## src/rtl/decode_alloc_credit.sv

```systemverilog
// Decode-stage allocation gate: ROB / store-buffer credit counters with a
// readyn delay line and a reserve margin covering grants still in flight.
module decode_alloc_credit #(
    parameter int unsigned ROB_DEPTH    = 16,
    parameter int unsigned SB_DEPTH     = 8,
    parameter int unsigned ALLOC_WIDTH  = 2,
    parameter int unsigned COMMIT_WIDTH = 2,
    parameter int unsigned RETIRE_WIDTH = 1,
    parameter int unsigned GRANT_DELAY  = 2,
    parameter int unsigned RESERVE      = ALLOC_WIDTH * (GRANT_DELAY + 1)
) (
    input  logic                                  clk,
    input  logic                                  reset,
    input  logic                                  snoop_hit,
    input  logic                                  bco_valid,
    input  logic                                  alloc_valid,
    input  logic [$clog2(ALLOC_WIDTH+1)-1:0]      alloc_cnt,
    input  logic [$clog2(ALLOC_WIDTH+1)-1:0]      alloc_store_cnt,
    input  logic [$clog2(COMMIT_WIDTH+1)-1:0]     commit_cnt,
    input  logic [$clog2(COMMIT_WIDTH+1)-1:0]     commit_store_cnt,
    input  logic [$clog2(RETIRE_WIDTH+1)-1:0]     sb_retire_cnt,
    input  logic                                  i_readyn,
    output logic                                  o_readyn,
    output logic                                  alloc_grant,
    output logic [$clog2(ROB_DEPTH+1)-1:0]        rob_free,
    output logic [$clog2(SB_DEPTH+1)-1:0]         sb_free,
    output logic                                  err_underflow
);

    localparam int unsigned ROBW = $clog2(ROB_DEPTH + 1);
    localparam int unsigned SBW  = $clog2(SB_DEPTH + 1);
    localparam int unsigned XW   = 16;
    localparam logic [XW-1:0] ROB_X = XW'(ROB_DEPTH);
    localparam logic [XW-1:0] SB_X  = XW'(SB_DEPTH);
    localparam logic [XW-1:0] RES_X = XW'(RESERVE);

    logic [ROBW-1:0]        rob_cnt;
    logic [SBW-1:0]         sb_spec_cnt;
    logic [SBW-1:0]         sb_cmt_cnt;
    logic [GRANT_DELAY-1:0] dly;

    logic            flush, s_readyn, fits;
    logic [XW-1:0]   rob_x, sb_used, rob_free_x, sb_free_x;
    logic [XW-1:0]   rob_sum, spec_sum, cmt_sum;
    logic [XW-1:0]   rob_next, spec_next, cmt_next;
    logic            rob_uf, spec_uf, cmt_uf;

    // Free-credit view, gating and net next-state arithmetic
    always_comb begin
        flush      = snoop_hit | bco_valid;
        rob_x      = XW'(rob_cnt);
        sb_used    = XW'(sb_spec_cnt) + XW'(sb_cmt_cnt);
        rob_free_x = (rob_x > ROB_X) ? '0 : ROB_X - rob_x;
        sb_free_x  = (sb_used > SB_X) ? '0 : SB_X - sb_used;
        rob_free   = ROBW'(rob_free_x);
        sb_free    = SBW'(sb_free_x);

        s_readyn    = (rob_free_x < RES_X) | (sb_free_x < RES_X) | i_readyn;
        fits        = (rob_free_x >= XW'(alloc_cnt)) & (sb_free_x >= XW'(alloc_store_cnt));
        alloc_grant = alloc_valid & ~dly[GRANT_DELAY-1] & fits & ~flush & ~reset;

        // Subtract after adding the same-cycle allocation; saturate at zero
        rob_sum   = rob_x + (alloc_grant ? XW'(alloc_cnt) : '0);
        spec_sum  = XW'(sb_spec_cnt) + (alloc_grant ? XW'(alloc_store_cnt) : '0);
        cmt_sum   = XW'(sb_cmt_cnt) + XW'(commit_store_cnt);
        rob_uf    = rob_sum < XW'(commit_cnt);
        spec_uf   = spec_sum < XW'(commit_store_cnt);
        cmt_uf    = cmt_sum < XW'(sb_retire_cnt);
        rob_next  = rob_uf  ? '0 : rob_sum  - XW'(commit_cnt);
        spec_next = spec_uf ? '0 : spec_sum - XW'(commit_store_cnt);
        cmt_next  = cmt_uf  ? '0 : cmt_sum  - XW'(sb_retire_cnt);
    end

    assign o_readyn = s_readyn;

    always_ff @(posedge clk or posedge reset) begin
        if (reset) begin
            rob_cnt       <= '0;
            sb_spec_cnt   <= '0;
            sb_cmt_cnt    <= '0;
            dly           <= '0;
            err_underflow <= 1'b0;
        end else begin
            if (snoop_hit) begin
                dly <= '1;
            end else begin
                dly[0] <= s_readyn;
                for (int i = 1; i < int'(GRANT_DELAY); i++) begin
                    dly[i] <= dly[i-1];
                end
            end
            // Committed stores survive a flush; speculative state does not
            rob_cnt       <= flush ? '0 : ROBW'(rob_next);
            sb_spec_cnt   <= flush ? '0 : SBW'(spec_next);
            sb_cmt_cnt    <= SBW'(cmt_next);
            err_underflow <= err_underflow | rob_uf | spec_uf | cmt_uf;
        end
    end

endmodule

```

## config.mk

```make
export PLATFORM = sky130hd
export DESIGN_NAME = decode_alloc_credit
export DESIGN_NICKNAME = d
export VERILOG_FILES = /design/src/rtl/decode_alloc_credit.sv
export SDC_FILE = /design/constraint.sdc
export NUM_CORES = 1
export LEC_CHECK = 0
export CORE_MARGIN = 2
export CORE_UTILIZATION = 50
export DETAILED_ROUTE_END_ITERATION = 8
export MAX_ROUTING_LAYER = met4
export PLACE_DENSITY = 0.76
export SYNTH_ARGS = -nofsm -noshare
export SYNTH_HDL_FRONTEND = slang
export SYNTH_SLANG_ARGS = --single-unit
```

## constraint.sdc

```tcl
create_clock -name clk -period 10 [get_ports clk]
set_input_delay 2.5 -clock clk [delete_from_list [all_inputs] [get_ports clk]]
set_output_delay 2.5 -clock clk [all_outputs]
set_load 0.05 [all_outputs]
```

# After elaboration in Yosys (flattened, before gate mapping)
# Index checks and enable logic that the tools add are counted.
# word_totals
reg_bits	16
latchBits	0
ramBits	0
romBits	0
memories	0
# op_classes
add_sub_neg	9
mul	0
n_div	0
order_cmp	9
n_eq_ne	0
n_shift	0
mux	10
bitwise_logic	14
n_reduce_logical	0
# op_table
cell	n
>= comparator 16 x 2 -> 1 bit	2
less-than comparator 16 x 3 -> 1 bit, second input constant	2
2-to-1 mux 16 bit	2
2-to-1 mux 4 bit	3
adder 4 x 2 -> 5 bit	2
2-to-1 mux 5 bit	2
adder 5 x 2 -> 6 bit	1
less-than comparator 6 x 2 -> 1 bit	1
2-to-1 mux 2 bit	3
bitwise OR 1 bit	6
subtractor 4 x 5 -> 6 bit, first input constant	1
subtractor 5 x 5 -> 6 bit, first input constant	1
adder 4 x 4 -> 5 bit	1
AND 1 bit	5
greater-than comparator 5 x 4 -> 1 bit, second input constant	1
greater-than comparator 5 bit, second input constant	1
less-than comparator 5 x 1 -> 1 bit	1
less-than comparator 5 x 2 -> 1 bit	1
subtractor 5 x 2 -> 5 bit	1
subtractor 4 x 1 -> 4 bit	1
subtractor 4 x 2 -> 4 bit	1
NOT 1 bit	3

# Longest topological paths before layout
# logic_depth
ltp_word	14
mapped_depth	21

# Worst setup path after synthesis
# Ideal clock, no wire load.
# synth_timing
path_type	input to output
start	input reset
end	output alloc_grant
t_arrival_ns	4.047
required_ns	7.500
setup_slack_ns	3.453
stages	4
cell_sequence	inv_1 > and4b_1 > o41ai_2 > a21oi_1
# synth_via
elab_chain_cells	2
# synth_lines
element	line_no	rtl
start: declaration	13	input logic reset,
NOT 1 bit	60	alloc_grant = alloc_valid & ~dly[GRANT_DELAY-1] & fits & ~flush & ~reset;
AND 1 bit	60	
end: declaration	24	output logic alloc_grant,
# Every way passes these cells.

# Worst setup path after layout
# Ends and elaborated chain as after synthesis.

==> summary.json <==
{
  "place_worst_setup_slack_ns": 2.757,
  "io_pins": 27,
  "drive_above_1_share_pct": 3.653,
  "rsz0062_at_grt": "no",
  "run_status": "complete, no violations",
  "leakage_nw": 0.9271,
  "portion_of_total_power_attributed_to_the_clock_network_pct": 7.3,
  "die_height_um": 61.24,
  "cp_top_family": "buffers and inverters",
  "postCtsResizedCells": 0,
  "worstHoldPathCells": 1,
  "grt_antenna_before_repair": 0,
  "synth.top_cells.by_count": "24 x inv_1, 22 x ha_1, 18 x nor2_1",
  "hold_path_class": "flop to flop",
  "gr-total-overflow": 0,
  "diodes": 0,
  "portBuffers": 26,
  "placed_wire_length_estimate_um": 3020,
  "multi_input_comb_area_mm2": 0.001135,
  "worstPathCellList": "clkdlybuf4s50_1, inv_1, and4b_1, o41ai_2, a21oi_1, clkdlybuf4s50_1",
  "combinational_group_share_of_total_power_pct": 72.0,
  "total_power_mw": 0.4413,
  "timing.critical_path.from_type": "input pin",
  "num-fill-cells": 276,
  "syn-num-nets": 236,
  "switching_share_pct": 51.63,
  "synth_async_sr_flop_share_pct": 100.0,
  "timing.final.crit_period_ns": 7.201,
  "fmaxAchievable_mhz": 138.9,
  "setup.reg_to_reg.worst_slack_ns": 5.01,
  "p_int_mw": 0.2135,
  "post-route-drc-count": 0,
  "total_number_of_vias": 1456,
  "postCtsHoldBufs": 0,
  "post_cts_buffers": 0,
  "finalNonFillerCells": 263,
  "via_per_inst": 5.536,
  "grt_max_degree": 18,
  "synth_seq_area_share_pct": 24.45,
  "timing_hold_violations_final": 0,
  "final-setup-viol-count": 0,
  "design.die.area_mm2": 0.003750,
  "worstReg2RegStart": "sb_spec_cnt[0]",
  "core_area_mm2": 0.003078,
  "worstPathBufferInverterCount": 3,
  "dp.cells": 260,
  "first_iter_violations": 65,
  "num_rows": 20,
  "mappedNetlistArea_mm2": 0.001638,
  "worst_hold_slack_ns": 0.4467,
  "min_to": "dly[1]",
  "track_usage_pct": 23.31,
  "power.share.sequential_pct": 20.7,
  "worst_hold_startpoint": "dly[0]",
  "postSynthAreaPerCell_um2": 8.486,
  "period_share_pct": 72.01,
  "crit_path_frequent_cell": "clkdlybuf4s50_1",
  "timing.final.max_slew_violations": 0,
  "drt_first_pass_iters": 4,
  "first_global_vias": 1519,
  "fin_skew_ns": 0.003330,
  "slew-limit-headroom_pct": 61.55,
  "timing.final.ws_setup_ns": 2.799,
  "regArea_um2": 400.4,
  "clk_path_buf_depth": 2,
  "nNetsFinal": 264,
  "clk_root_buffer_cell": "clkbuf_4",
  "drv.max_cap_violation_count": 0,
  "cts_tree": "yes",
  "synth.distinct_cells": 35,
  "grt_pass1_wl_um": 6265,
  "clkSlewWorstSetupHoldPaths_ns": 0.08,
  "tritoncts.num_buffers": 3,
  "reg2reg_to": "rob_cnt[4]",
  "placed_cell_area_mm2": 0.001941,
  "synth_edf_count": 0,
  "yosysTopAreaCell": "dfrtp_1",
  "post_synthesis_cells": 193,
  "route.detailed.wl_per_inst_um": 13.81,
  "synth_warnings": 0,
  "power.density_cell_area_mw_per_mm2": 224.8,
  "slowest_delay_ns": 0.81,
  "worst_setup_path_class": "input pin to output pin",
  "worstMarginPinSlew_ns": 0.5761,
  "area_delta_synth_final_pct": 19.86,
  "end_kind": "output pin",
  "post-route-util_pct": 63.78,
  "switching_power_mw": 0.2279,
  "cts_num_sinks": 16,
  "ff2ff_path_depth": 19,
  "finalWeightedCongestion": 0.8371,
  "timing.critical_path.fanout_max": 17,
  "synth-main-ff-cell": "dfrtp_1",
  "netlist_top_cells_area": "dfrtp_1 24%, ha_1 17%, fa_1 7.3%",
  "fin_setup_tns_ns": 0,
  "initial_core_util_pct": 53.21,
  "critPathSlowestCell": "clkdlybuf4s50_1",
  "insertion_delay_ns": 0.29,
  "critPathRequiredTime_ns": 7.50,
  "htree_num_levels": 1,
  "post_synth_top_area_share_pct": 24.45,
  "wirelength_um": 3633,
  "synth_most_common_cell": "inv_1",
  "die_x_um": 61.24,
  "ant_nets": 0,
  "finalInstanceArea_mm2": 0.001963,
  "synth.ff_latch_count": 16,
  "critical_path_arrival_ns": 4.70,
  "worst_case_vdd_ir_drop_v": 0.0001151
}
worst max-delay path by stage:
| stage | slack, ns | startpoint | depth (start not counted) | to |
|---|---|---|---|---|
| floorplan | 3.45 | reset | 4 | alloc_grant |
| CTS | 2.76 | reset | 6 | alloc_grant |
| global placement | 2.81 | reset | 6 | alloc_grant |
| global route | 2.58 | reset | 6 | alloc_grant |
| finish | 2.80 | reset | 6 | alloc_grant |
| detailed placement | 2.76 | reset | 6 | alloc_grant |
cell usage in the layout, fill, tap and decap left out, drive strengths merged, types with 7 or more instances in the layout:
| cell | Yosys | layout |
|---|---|---|
| a21oi | 11 | 11 |
| clkdlybuf4s50 | 0 | 26 |
| o21ai | 7 | 7 |
| xnor2 | 7 | 7 |
| nand2 | 11 | 11 |
| dfrtp | 16 | 16 |
| nor2 | 18 | 18 |
| inv | 24 | 24 |
| ha | 22 | 22 |
kinds of logic (layout without fill, tap and decap cells):
logic type / after synthesis / count (layout) / synth area share (%)
AO/OA/AOI/OAI: 40 / 40 / 16.20
XOR/XNOR: 13 / 13 / 6.952
adder cells (fa/ha/maj): 28 / 28 / 24.14
buffers and inverters: 27 / 53 / 6.264
flip-flops: 16 / 16 / 24.45
AND/OR/NAND/NOR: 69 / 69 / 22.00
state kept, by name (all words and copies together), names as in the netlist:
signal	flops
sb_spec_cnt	4
sb_cmt_cnt	4
rob_cnt	5
err_underflow	1
dly	2
metal layers:
| metal | track usage [%] | vias up | share of wire, % |
|---|---|---|---|
| li1 | - | 719 | - |
| met1 | 27.24 | 670 | 44 |
| met2 | 38.60 | 54 | 48 |
| met3 | 4.412 | 13 | 4.3 |
| met4 | 10.87 | 0 | 2.8 |
| met5 | - | - | 0 |
power by group through the flow:
stage | clock (mW) | combinational (mW) | sequential (mW)
CTS | 0.0333 | 0.316 | 0.0916
finish | 0.0322 | 0.318 | 0.0915
floorplan | 0 | 0.232 | 0.0874
detailed placement | 0 | 0.313 | 0.0930
global placement | 0 | 0.298 | 0.0922
global route | 0.0361 | 0.348 | 0.0938
final cells by class:
type	count	share of cell area (%)
clock buffers	3	1.147
inverters	24	4.589
multi-input cells	150	57.81
flip-flops and latches	16	20.40
well taps	44	2.804
repair buffers	26	13.26
Note: power is estimated with default switching activity, not from simulation.
